--- config.mk ---
export PLATFORM = sky130hd
export DESIGN_NAME = hs_npu_mem_responder
export DESIGN_NICKNAME = d
export VERILOG_FILES = /design/src/rtl/hs_npu_mem_responder.sv
export SDC_FILE = /design/constraint.sdc
export NUM_CORES = 1
export LEC_CHECK = 0
export ABC_AREA = 1
export BUFFER_PORTS_ARGS = -buffer_cell sky130_fd_sc_hd__buf_2
export CAP_MARGIN = 5
export CELL_PAD_IN_SITES_DETAIL_PLACEMENT = 0
export CELL_PAD_IN_SITES_GLOBAL_PLACEMENT = 1
export CORE_MARGIN = 3
export CORE_UTILIZATION = 44
export DETAILED_ROUTE_END_ITERATION = 10
export MAX_ROUTING_LAYER = met4
export PLACE_DENSITY_LB_ADDON = 0.1
export SYNTH_ARGS = -nofsm -noshare
export SYNTH_HDL_FRONTEND = slang
export SYNTH_SLANG_ARGS = --single-unit
--- constraint.sdc ---
create_clock -name clk -period 6.64 [get_ports clk]
set_clock_uncertainty 0.2 [all_clocks]
set_input_delay 1.328 -clock clk [delete_from_list [all_inputs] [get_ports clk]]
set_output_delay 1.328 -clock clk [all_outputs]
set_load 0.05 [all_outputs]
--- src/rtl/hs_npu_mem_responder.sv ---
// NPU memory responder: turns single-beat read/write requests from an
// initiator into BURST_SIZE consecutive SRAM word accesses.
//
// state | meaning
// IDLE  | ready for a beat; captures address (and write data)
// READ  | issues one SRAM read per cycle, registers returned words
// RESP  | presents the read beat for one cycle
// WRITE | issues one SRAM write per cycle from captured data
module hs_npu_mem_responder #(
  parameter int BURST_SIZE = 2,
  parameter int ADDR_WIDTH = 16
) (
  input  logic                  clk,
  input  logic                  rst,
  input  logic                  mem_read_ready_i,
  input  logic                  mem_write_valid_i,
  input  logic                  mem_invalidate_i,
  input  logic [31:0]           request_address_i,
  input  logic [31:0]           memory_data_i [BURST_SIZE],
  output logic                  mem_valid_o,
  output logic                  mem_ready_o,
  output logic [31:0]           memory_data_o [BURST_SIZE],
  output logic                  addr_error_o,
  output logic                  sram_req_o,
  output logic                  sram_we_o,
  output logic [ADDR_WIDTH-1:0] sram_addr_o,
  output logic [31:0]           sram_wdata_o,
  input  logic [31:0]           sram_rdata_i
);

  localparam int CW = $clog2(BURST_SIZE + 1);

  typedef enum logic [1:0] {IDLE, READ, RESP, WRITE} state_t;

  state_t                state, state_nxt;
  logic [CW-1:0]         cnt;
  logic [ADDR_WIDTH-1:0] base;
  logic                  bad_q;
  logic                  err_q;
  logic [31:0]           wbuf [BURST_SIZE];
  logic [31:0]           rbuf [BURST_SIZE];
  logic [31:0]           hold [BURST_SIZE];
  logic                  addr_bad;
  logic                  issue;
  logic                  strobe;
  logic [31:0]           wsel;

  // Misaligned byte address, or any bit beyond the SRAM word range set.
  assign addr_bad = (request_address_i[1:0] != 2'b00) ||
                    ((request_address_i >> (ADDR_WIDTH + 2)) != 32'd0);

  // Next-state selection; write wins over read in IDLE.
  always_comb begin
    state_nxt = state;
    case (state)
      IDLE: begin
        if (mem_write_valid_i) state_nxt = WRITE;
        else if (mem_read_ready_i && !mem_invalidate_i) state_nxt = READ;
      end
      READ: begin
        if (mem_invalidate_i) state_nxt = IDLE;
        else if (cnt == CW'(BURST_SIZE)) state_nxt = RESP;
      end
      RESP:  state_nxt = IDLE;
      WRITE: if (cnt == CW'(BURST_SIZE - 1)) state_nxt = IDLE;
      default: state_nxt = IDLE;
    endcase
  end

  // Outputs decoded from state; reset gates strobes in the reset cycle itself
  // so an aborted write never lands another word.
  always_comb begin
    mem_ready_o  = (state == IDLE);
    mem_valid_o  = (state == RESP) && !rst;
    addr_error_o = err_q && !rst;
    // READ keeps one extra cycle (cnt == BURST_SIZE) only to capture the last word.
    issue        = ((state == READ) && (cnt < CW'(BURST_SIZE))) || (state == WRITE);
    strobe       = issue && !bad_q && !rst;
    sram_req_o   = strobe;
    sram_we_o    = strobe && (state == WRITE);
    sram_addr_o  = strobe ? base + ADDR_WIDTH'(cnt) : '0;
    wsel         = 32'd0;
    for (int i = 0; i < BURST_SIZE; i++) begin
      if (cnt == CW'(i)) wsel = wbuf[i];
    end
    sram_wdata_o = sram_we_o ? wsel : 32'd0;
    for (int i = 0; i < BURST_SIZE; i++) begin
      if (rst) memory_data_o[i] = 32'd0;
      else if (state == RESP) memory_data_o[i] = rbuf[i];
      else memory_data_o[i] = hold[i];
    end
  end

  // State, beat counter, capture registers and read buffer.
  always_ff @(posedge clk) begin
    if (rst) begin
      state <= IDLE;
      cnt   <= '0;
      base  <= '0;
      bad_q <= 1'b0;
      err_q <= 1'b0;
      for (int i = 0; i < BURST_SIZE; i++) begin
        wbuf[i] <= 32'd0;
        rbuf[i] <= 32'd0;
        hold[i] <= 32'd0;
      end
    end else begin
      state <= state_nxt;
      err_q <= 1'b0;
      case (state)
        IDLE: begin
          cnt <= '0;
          if (state_nxt != IDLE) begin
            base  <= request_address_i[ADDR_WIDTH+1:2];
            bad_q <= addr_bad;
            err_q <= addr_bad;
            for (int i = 0; i < BURST_SIZE; i++) begin
              if (mem_write_valid_i) wbuf[i] <= memory_data_i[i];
              // A bad read answers with zeros, so start every read from a clean buffer.
              else rbuf[i] <= 32'd0;
            end
          end
        end
        READ: begin
          cnt <= cnt + CW'(1);
          if (!bad_q) begin
            for (int i = 0; i < BURST_SIZE; i++) begin
              if (cnt == CW'(i + 1)) rbuf[i] <= sram_rdata_i;
            end
          end
        end
        RESP: begin
          for (int i = 0; i < BURST_SIZE; i++) hold[i] <= rbuf[i];
        end
        WRITE: cnt <= cnt + CW'(1);
        default: cnt <= '0;
      endcase
    end
  end

endmodule

==> reports/metrics.yaml <==
timing:
  fin_hold_ws_ps: 290
  final.min_clock_period_ps: 4840
  fin_ws_ps: 1800
  finalHoldViolCount: 0
  worstMarginPinSlew_ps: 1170
  slew_violations: 0
  period_share: 0.729
  setup_viol: 0
  slew_headroom: 0.218
  fmax_ghz: 0.207
  rsz0062_at_grt: "no"
  fin_tns_setup_ps: 0
clocking:
  cts_setup_buffers: 0
  clkTransAtPathRegs_ps: 60
  clock_sinks: 214
  htree_levels: 1
  cts-root-buf: "clkbuf_16"
  insertion_delay_ps: 520
  ctsResizeCount: 0
  clk_path_buf_depth: 3
  numCtsBuffers: 24
  cts_tree: "yes"
  holdBufCountCts: 0
global_route:
  overflow: 0
  grt_antenna_before_repair: 4
  grt_pass1_vias: 7151
  track_usage: 0.193
  grt_pass1_wl_um: 37300
  grt_max_degree: 68
floorplan:
  rows: 55
  io_pins: 250
  die-area_mm2: 0.0251
  start_util: 0.449
  core_mm2: 0.0228
  die_width_um: 158
  die_h_um: 158
final_layout:
  multi_input_area_mm2: 0.00291
  regArea_mm2: 0.00621
  layout-area-overhead-vs-synth_pct: 21.8
  drive_above_1_share: 0.332
  nets: 1378
  fillers: 2121
setup_path:
  max_stage_delay_ps: 760
  critPathKind: "flip-flop to primary output"
  crit_path_start_kind: "flip-flop"
  worst_path_max_delay_cell: "inv_6"
  path_cells: "nor2_1 > inv_2 > buf_4 > nor2_4 > inv_6 > nor2_1 > a31o_2 > buf_2"
  required_ps: 5110
  cp.arrival_ps: 3310
  cp_common_cell: "nor2_1"
  critPathTopFamily: "buffers and inverters"
  worstPathMaxFanout: 67
  worst-path-buf-inv: 4
  cp-end-kind: "primary output"
synthesis:
  synth.avg_cell_area_um2: 10.2
  synth-seq-cells: 214
  synth_warnings: 0
  yosysTopAreaCell: "edfxtp_1"
  syn-cell-area_mm2: 0.0102
  synth_cell_types: 28
  yosysSeqAreaShare: 0.607
  syn-num-nets: 1145
  postSynthCellCount: 1006
  async_flop_share: 0
  synth_most_common_cell: "inv_1"
  yosys-top-cells-area: "edfxtp_1, inv_1, nor2_1"
  synth_edf_count: 192
  synth_top_area_frac: 0.564
  synth_common_cells: "inv_1, edfxtp_1, nor2_1"
  synth_ff_type: "edfxtp_1"
place:
  dp_hpwl_um: 15500
  gp_congestion: 0.829
  port-buffer-count: 249
  pre_cts_ws_ps: 1930
run_status:
  status: "finished, final reports clean"
drt:
  wl_um: 24200
  wl_per_cell_um: 15.4
  vias_per_cell: 4.70
  firstDrtPassIters: 5
  detail-route-antenna-nets: 0
  drc: 0
  drtIter0Drc: 489
  vias: 7410
hold_path:
  hold_path_class: "flip-flop to flip-flop"
power_and_ir_drop:
  power_density_mw_per_mm2: 279
  ir_drop_mv: 0.167
  totalPowerFinal_mw: 3.48
  p_leak_nw: 5.82
job:
  cap_violations: 0
==> layout by cell type, fill, tap and decap left out, types with 9 or more instances in the layout <==
cell type,instances
nor2_4,50
a21oi_1,45
clkbuf_16,24
buf_2,249
inv_1,225
nor2_1,157
nand2_1,93
o21ai_0,9
nand3_1,62
edfxtp_1,192
dfxtp_1,22
a31o_2,58
buf_4,9
==> final timing paths <==
kind,from,end,slack (ps),cells past startpoint
setup reg to reg,cnt[1],rbuf[0][48],2660,10
hold / removal,bad_q,bad_q,290,2
setup / recovery,state[0],memory_data_o[9],1800,8
hold reg to reg,bad_q,bad_q,290,2
==> stage by stage <==
| stage | cells | cell area [µm²] | utilization |
|---|---|---|---|
| global route | 1574 | 12500 | 0.547 |
| CTS | 1570 | 12400 | 0.546 |
| finish | 1575 | 12500 | 0.547 |
| global placement | 1526 | 11700 | 0.514 |
| floorplan | 1006 | 10200 | - |
| detailed placement | 1526 | 11700 | 0.514 |
==> per-layer routing <==
metal | global-route usage | up-vias | wire (µm) | share of wire
met2 | 0.312 | 200 | 11500 | 0.48
met1 | 0.252 | 3449 | 10600 | 0.44
met5 | - | - | 0 | 0
met4 | 0.0569 | 0 | 597 | 0.025
li1 | - | 3717 | - | -
met3 | 0.0351 | 44 | 1440 | 0.060
==> cell families (layout without fill, tap and decap cells) <==
| kind of cell | after synthesis | in the layout | share of synthesized area |
|---|---|---|---|
| other | 0 | 5 | 0 |
| AO/OA/AOI/OAI | 120 | 120 | 0.0832 |
| flip-flops | 214 | 214 | 0.607 |
| adder cells (fa/ha/maj) | 6 | 6 | 0.00807 |
| AND/OR/NAND/NOR | 383 | 383 | 0.191 |
| buffers and inverters | 283 | 534 | 0.111 |
==> worst register-to-register path, delay by kind of cell (launching register included) <==
family / cells / cell delay [ps]
fa+ha+maj: 1 / 150
buf+inv: 4 / 960
flops: 1 / 390
simple gates: 5 / 1720
==> power breakdown <==
| part | total (mW) | switching, mW | internal (mW) |
|---|---|---|---|
| registers | 1.65 | 0.0430 | 1.60 |
| logic | 0.562 | 0.413 | 0.149 |
| clock network | 1.27 | 0.527 | 0.743 |
| total | 3.48 | 0.983 | 2.50 |
==> registers in the layout (all words and copies together), names as in the netlist <==
register	flops
bad_q	1
base	16
state	2
rbuf	64
wbuf	64
hold	64
cnt	2
err_q	1
==> area by class of cell <==
type / instances / area share
Clock inverter: 14 / 0.0100
Inverter: 232 / 0.0704
Antenna cell: 5 / 0.00100
Sequential cell: 214 / 0.498
Clock buffer: 30 / 0.0500
Tap cell: 313 / 0.0314
Multi-Input combinational cell: 509 / 0.234
Timing Repair Buffer: 258 / 0.105
(Power assumes the default switching activity.)
